`src/rtl/riscv_mc_control.sv`:
```
// Multi-cycle RV32I main controller: steps PC/IR/ALU/regfile/memory through fetch..writeback.
// Strobes decode from the state register; memory waits are bounded by a timeout that halts the core.
module riscv_mc_control #(
  parameter int TIMEOUT_CYCLES = 15
) (
  input  logic        clk,
  input  logic        reset,
  input  logic [31:0] inst,
  input  logic        zero,
  input  logic        mem_ready,
  output logic        mem_req,
  output logic        mem_we,
  output logic        iord,
  output logic        ir_write,
  output logic        pc_write,
  output logic [1:0]  pc_src,
  output logic [1:0]  alu_src_a,
  output logic [1:0]  alu_src_b,
  output logic [1:0]  alu_op,
  output logic        reg_write,
  output logic [1:0]  wb_sel,
  output logic        retired,
  output logic        illegal,
  output logic        mem_timeout,
  output logic [3:0]  state
);

  typedef enum logic [3:0] {
    S_FETCH    = 4'd0,
    S_DECODE   = 4'd1,
    S_EXEC_R   = 4'd2,
    S_EXEC_I   = 4'd3,
    S_MEM_ADDR = 4'd4,
    S_MEM_RD   = 4'd5,
    S_MEM_WR   = 4'd6,
    S_WB_ALU   = 4'd7,
    S_WB_MEM   = 4'd8,
    S_BRANCH   = 4'd9,
    S_JAL      = 4'd10,
    S_HALT     = 4'd15
  } state_t;

  state_t     st;
  state_t     nxt;
  logic [7:0] wait_cnt;
  logic       illegal_q;
  logic       timeout_q;
  logic       in_wait;
  logic       wait_expired;
  logic [6:0] opcode;
  logic [2:0] funct3;
  logic       unused_inst_bits;

  assign opcode           = inst[6:0];
  assign funct3           = inst[14:12];
  assign unused_inst_bits = ^{inst[31:15], inst[11:7]};

  assign in_wait      = (st == S_FETCH) || (st == S_MEM_RD) || (st == S_MEM_WR);
  // A ready arriving on the final allowed wait cycle still wins over the timeout.
  assign wait_expired = in_wait && !mem_ready && (wait_cnt == 8'(TIMEOUT_CYCLES - 1));

  always_comb begin
    nxt = st;
    case (st)
      S_FETCH:    if (mem_ready) nxt = S_DECODE;
      S_DECODE: begin
        case (opcode)
          7'b0110011: nxt = S_EXEC_R;
          7'b0010011: nxt = S_EXEC_I;
          7'b0000011,
          7'b0100011: nxt = S_MEM_ADDR;
          7'b1100011: nxt = (funct3 == 3'b000) ? S_BRANCH : S_HALT;
          7'b1101111: nxt = S_JAL;
          default:    nxt = S_HALT;
        endcase
      end
      S_EXEC_R,
      S_EXEC_I:   nxt = S_WB_ALU;
      S_MEM_ADDR: nxt = opcode[5] ? S_MEM_WR : S_MEM_RD;
      S_MEM_RD:   if (mem_ready) nxt = S_WB_MEM;
      S_MEM_WR:   if (mem_ready) nxt = S_FETCH;
      S_WB_ALU,
      S_WB_MEM,
      S_BRANCH,
      S_JAL:      nxt = S_FETCH;
      S_HALT:     nxt = S_HALT;
      default:    nxt = S_HALT;
    endcase
  end

  always_ff @(posedge clk) begin
    if (reset) begin
      st        <= S_FETCH;
      wait_cnt  <= 8'd0;
      illegal_q <= 1'b0;
      timeout_q <= 1'b0;
    end else if (wait_expired) begin
      st        <= S_HALT;
      wait_cnt  <= 8'd0;
      timeout_q <= 1'b1;
    end else begin
      st <= nxt;
      if (!in_wait || mem_ready || nxt != st)
        wait_cnt <= 8'd0;
      else
        wait_cnt <= wait_cnt + 8'd1;
      if (st == S_DECODE && nxt == S_HALT)
        illegal_q <= 1'b1;
    end
  end

  // Reset forces every output low in the reset cycle itself, even mid-access.
  always_comb begin
    mem_req     = 1'b0;
    mem_we      = 1'b0;
    iord        = 1'b0;
    ir_write    = 1'b0;
    pc_write    = 1'b0;
    pc_src      = 2'b00;
    alu_src_a   = 2'b00;
    alu_src_b   = 2'b00;
    alu_op      = 2'b00;
    reg_write   = 1'b0;
    wb_sel      = 2'b00;
    retired     = 1'b0;
    illegal     = 1'b0;
    mem_timeout = 1'b0;
    state       = 4'd0;
    if (!reset) begin
      illegal     = illegal_q;
      mem_timeout = timeout_q;
      state       = st;
      case (st)
        S_FETCH: begin
          mem_req   = 1'b1;
          alu_src_b = 2'b10;
          ir_write  = mem_ready;
          pc_write  = mem_ready;
        end
        S_DECODE: begin
          alu_src_a = 2'b10;
          alu_src_b = 2'b01;
        end
        S_EXEC_R: begin
          alu_src_a = 2'b01;
          alu_op    = 2'b10;
        end
        S_EXEC_I: begin
          alu_src_a = 2'b01;
          alu_src_b = 2'b01;
          alu_op    = 2'b11;
        end
        S_MEM_ADDR: begin
          alu_src_a = 2'b01;
          alu_src_b = 2'b01;
        end
        S_MEM_RD: begin
          mem_req = 1'b1;
          iord    = 1'b1;
        end
        S_MEM_WR: begin
          mem_req = 1'b1;
          mem_we  = 1'b1;
          iord    = 1'b1;
          retired = mem_ready;
        end
        S_WB_ALU: begin
          reg_write = 1'b1;
          retired   = 1'b1;
        end
        S_WB_MEM: begin
          reg_write = 1'b1;
          wb_sel    = 2'b01;
          retired   = 1'b1;
        end
        S_BRANCH: begin
          alu_src_a = 2'b01;
          alu_op    = 2'b01;
          pc_src    = 2'b01;
          pc_write  = zero;
          retired   = 1'b1;
        end
        S_JAL: begin
          reg_write = 1'b1;
          wb_sel    = 2'b10;
          pc_write  = 1'b1;
          pc_src    = 2'b01;
          retired   = 1'b1;
        end
        default: ;
      endcase
    end
  end

endmodule

```
`config.mk`:
```
export PLATFORM = sky130hd
export DESIGN_NAME = riscv_mc_control
export DESIGN_NICKNAME = d
export VERILOG_FILES = /design/src/rtl/riscv_mc_control.sv
export SDC_FILE = /design/constraint.sdc
export NUM_CORES = 1
export LEC_CHECK = 0
export CORE_MARGIN = 5
export CORE_UTILIZATION = 40
export DETAILED_ROUTE_END_ITERATION = 6
export PLACE_DENSITY = 0.89
export SETUP_SLACK_MARGIN = 0.05
export SLEW_MARGIN = 20
export SYNTH_ARGS = -nofsm -noshare
export SYNTH_HDL_FRONTEND = slang
export SYNTH_SLANG_ARGS = --single-unit
export TNS_END_PERCENT = 1
```
`constraint.sdc`:
```
create_clock -name clk -period 5.3 [get_ports clk]
set_input_delay 1.06 -clock clk [delete_from_list [all_inputs] [get_ports clk]]
set_output_delay 1.06 -clock clk [all_outputs]
set_load 0.01 [all_outputs]
```
---- After elaboration in Yosys (flattened, before gate mapping) ----
Index checks and enable logic that the tools add are counted.
word-level totals
  register bits after elaboration ......... 14
  input port bits ......................... 36
  logic and storage cells ................. 82
operators by class
  equal/unequal tests ..................... 19
  reductions and logical operators ........ 22
  bitwise logic cells ..................... 1
  add/subtract/negate cells ............... 1
  muxes and demuxes ....................... 35
operators with widths
  cell                   number
  $pmux W4 S7            1
  $mux W4                5
  $pmux W4 S5            1
  $eq A4 B3 Y1 const B   4
  $eq A4 B4 Y1 const B   4
  $mux W1                16
  $eq A7 B6 Y1 const B   2
  $eq A7 B7 Y1 const B   2
  $pmux W2 S2            3
  $reduce_or A3 Y1       4
  $mux W2                5
  $add A8 B1 Y8 const B  1
  $eq A4 B2 Y1 const B   2
  $eq A8 B4 Y1 const B   1
  $reduce_or A2 Y1       4
  $reduce_or A4 Y1       2
  $eq A7 B2 Y1 const B   1
  $eq A7 B5 Y1 const B   1
  $pmux W2 S3            1
  $eq A4 B1 Y1 const B   1
  $logic_not A4 Y1       1
  $logic_or A1 B1 Y1     4
  $ne A4 B4 Y1           1
  $logic_and A1 B1 Y1    3
  other kinds (7)        8

---- Depth between registers and ports, before layout ----
  word-level depth ........................ 7
  gate-level depth with buffers ........... 6
  gate-level depth less buffers ........... 6

---- Least setup slack after synthesis ----
No wires, ideal clock.
  kind .................................... input to output
  start ................................... input port mem_ready
  end ..................................... output port pc_write
  required time ........................... 4240 ps
  stages .................................. 4
  path slack .............................. 2154 ps
  arrival ................................. 2086 ps
  buffers on the path ..................... 0
  cell sequence ........................... or4b_2 a21oi_1 a31oi_1 nor3_1
between the ends
  longest elaborated chain between the ends .. 2
RTL lines
  what         RTL line  source
  from (decl)  10        input logic mem_ready,
  $pmux W1 S3  133       case (st)
  $mux W1      129       if (!reset) begin
  to (decl)    15        output logic pc_write,
No other way between the ends.

---- Worst setup path after layout ----
Same ends and word-level chain as after synthesis.

==> impl_metrics.csv <==
group,metric,value,unit
global_routing,grt_pass1_vias,1063,
hold_path,hold_path_depth,2,
worst_setup_path,reg2reg_to,"st[2]$_SDFF_PP0_",
floorplan,num_io_pins,59,
worst_setup_path,cp_slowest_cell,"clkdlybuf4s50_1",
worst_setup_path,critPathTopFamily,"buffers and inverters",
floorplan,row_count,18,
power_and_ir_drop,peakVddDrop,0.000194,V
clocking,clock-root-buffer,"clkbuf_4",
placed_design,io_buffers,35,
synth,synth_nets,186,
synth,synth_cell_types,44,
floorplan,die_w,62.0,um
global_routing,grt_max_degree,24,
clocking,cts_buffers,3,
worst_setup_path,required,4.24,ns
worst_setup_path,r2r_setup_slack,3.28,ns
status,status,"complete, no violations",
clocking,clkLatencyLatePin,0.28,ns
worst_setup_path,r2r_cells,4,
synth,yosysWarnings,0,
synth,synth_edf_count,0,
timing,period_share,0.826,
global_routing,grt_first_pass_wirelength,4560,um
worst_setup_path,worst-path-buf-inv,2,
synth,ys_seq_area_frac,0.259,
worst_setup_path,critPathMostFrequentCell,"clkdlybuf4s50_1",
floorplan,initial_core_util,0.429,
synth,synthArstFlopShare,0,
synth,syn_avg_cell_area,7.30,um2
floorplan,coreArea,2520,um2
final_layout,final_layout_size_suffix_gt1_frac,0.0460,
synth,synth-main-ff-cell,"dfxtp_1",
detailed_routing,drc,0,
power_and_ir_drop,leakagePower,0.491,nW
timing,period_minus_slack,4.38,ns
worst_setup_path,critPathKind,"in -> out",
placed_design,place_congestion,0.770,
global_routing,antenna_found_initial,0,
timing,fin_skew,0.00105,ns
clocking,cts_buffer_depth,2,
global_routing,track_usage,0.157,
global_routing,grt_overflow,0,
worst_setup_path,crit_fanout,11,
floorplan,dieHeight,62.0,um
worst_setup_path,max_stage_delay,0.68,ns
timing,fin_tns_setup,0,ns
detailed_routing,drt_iter0_markers,40,
hold_path,holdPathEnd,"timeout_q$_SDFFE_PP0P_",
clocking,htreeDepth,1,
worst_setup_path,rr_startpoint,"st[0]$_SDFF_PP0_",
timing,worstMarginPinSlew,0.754,ns
final_layout,antenna_cells_inserted,0,
detailed_routing,routedWlPerCell,13.7,um
detailed_routing,final_antenna_net_count,0,
timing,report.final.slew_viol_count,0,
worst_setup_path,worstPathCellList,"clkdlybuf4s50_1 > or4b_2 > a21oi_1 > a31oi_1 > nor3_1 > clkdlybuf4s50_1",
synth,netlist_area,1080,um2
synth,ys_seq_elements,14,
timing,setup_viol,0,
floorplan,die_area,3840,um2
worst_setup_path,arrival,3.32,ns
clocking,cts-resized-gates,0,
hold_path,hold_class,"reg -> reg",
clocking,cts_hold_buf,0,
hold_path,min_from,"timeout_q$_SDFFE_PP0P_",
final_layout,finalNetCount,214,
clocking,clk_pin_slew,0.08,ns
power_and_ir_drop,p_per_area,359,nW/um2
synth,synth_cells,148,
detailed_routing,via_per_inst,5.50,
timing,hold_viol,0,
worst_setup_path,worstSetupStartpointType,"primary input",
worst_setup_path,end_kind,"primary output",
flow_run,maxCapViolations,0,
placed_design,hpwl,2120,um
timing,fmax,228,MHz
detailed_routing,first_pass_iters,4,
clocking,post_cts_buffers,0,
timing,slew_headroom,0.496,
clocking,tritoncts,"done",
final_layout,area_growth,33.3,%
detailed_routing,vias,1122,
power_and_ir_drop,power,0.000518,W
detailed_routing,drt-total-wl,2790,um
timing,rsz0062_at_grt,"no",
clocking,clock-sinks,14,
-- metal layers --
| layer | track usage | share of wire | vias up |
|---|---|---|---|
| li1 | - | - | 571 |
| met1 | 0.185 | 0.44 | 503 |
| met2 | 0.280 | 0.47 | 43 |
| met3 | 0.0165 | 0.067 | 5 |
| met4 | 0.0788 | 0.019 | 0 |
| met5 | 0 | 0 | - |
-- flip-flops by register name (all words and copies together) (netlist names) --
register,cells
wait_cnt,8
illegal_q,1
timeout_q,1
st,4
-- kinds of logic after synthesis --
family,Yosys count,synth area share
XOR/XNOR,8,0.0648
AND/OR/NAND/NOR,70,0.353
other,1,0.00347
multiplexers,4,0.0394
AO/OA/AOI/OAI,31,0.190
flip-flops,14,0.259
adder cells (fa/ha/maj),2,0.0231
buffers and inverters,18,0.0671
-- worst register-to-register path, stage by stage, from the launching register on --
cell and delay [ns]:
dfxtp_1 0.66, inv_1 0.26, mux2i_1 0.28, or4b_4 0.54, a41oi_1 0.18
-- how the worst max path moves through the flow --
stage | cells past startpoint | from | end
after floorplan | 4 | mem_ready | pc_write
after CTS | 6 | mem_ready | pc_write
after global routing | 6 | mem_ready | pc_write
after detailed placement | 6 | mem_ready | pc_write
after global placement | 6 | mem_ready | pc_write
final | 6 | mem_ready | pc_write
-- layout by cell type (no fill, tap or decap), types with 3 or more instances in the layout --
cell type and count:
xor2_1 3, clkdlybuf4s50_1 35, nand2_1 11, o21ai_0 6, nor3_1 7, a31oi_1 3
nor2b_1 9, inv_1 6, xnor2_1 5, clkbuf_4 3, a21oi_1 7, nand2b_1 7
dfxtp_1 14, nor2_1 18
-- power breakdown --
| part | internal [W] | switching, W |
|---|---|---|
| Clock | 0.0000264 | 0.0000334 |
| Sequential | 0.000123 | 0.0000584 |
| Combinational | 0.000153 | 0.000124 |
-- final cells by class --
type | count | area [um2]
inverter | 6 | 22.5
tap | 30 | 37.5
fill | 240 | 1080
sequential | 14 | 280
multi-input combinational | 116 | 728
clock buffer | 3 | 22.5
timing repair buffer | 35 | 350
-- Yosys cell counts (2+ instances only) --
master / n / area share
dfxtp_1: 14 / 0.26
nand2b_1: 7 / 0.041
a21boi_0: 2 / 0.014
a21oi_1: 7 / 0.032
and2_1: 2 / 0.012
nor2b_1: 9 / 0.052
o22ai_1: 2 / 0.012
nor4_1: 2 / 0.012
nor4b_1: 2 / 0.016
nor2_1: 18 / 0.062
nor3_1: 7 / 0.032
nand4b_1: 2 / 0.016
xor2_1: 3 / 0.024
o211ai_1: 2 / 0.014
mux2_2: 2 / 0.021
nand3_1: 2 / 0.0093
xnor2_1: 5 / 0.041
nand2_1: 11 / 0.038
ha_1: 2 / 0.023
a31oi_1: 3 / 0.017
o21ai_0: 6 / 0.028
clkbuf_1: 9 / 0.031
mux2i_1: 2 / 0.019
a41oi_1: 2 / 0.016
inv_1: 6 / 0.021
-- metrics by stage --
step	cells	setup WS, ns	instance area [um2]	hold WS, ns	utilization
after floorplan	148	2.15	1080	0.430	-
after global placement	201	0.982	1420	0.441	0.563
after detailed placement	201	0.917	1420	0.453	0.563
after CTS	204	0.907	1440	0.466	0.571
after global routing	204	0.759	1440	0.497	0.571
final	204	0.922	1440	0.462	0.571
No activity file was read; power rests on OpenSTA's default activity.
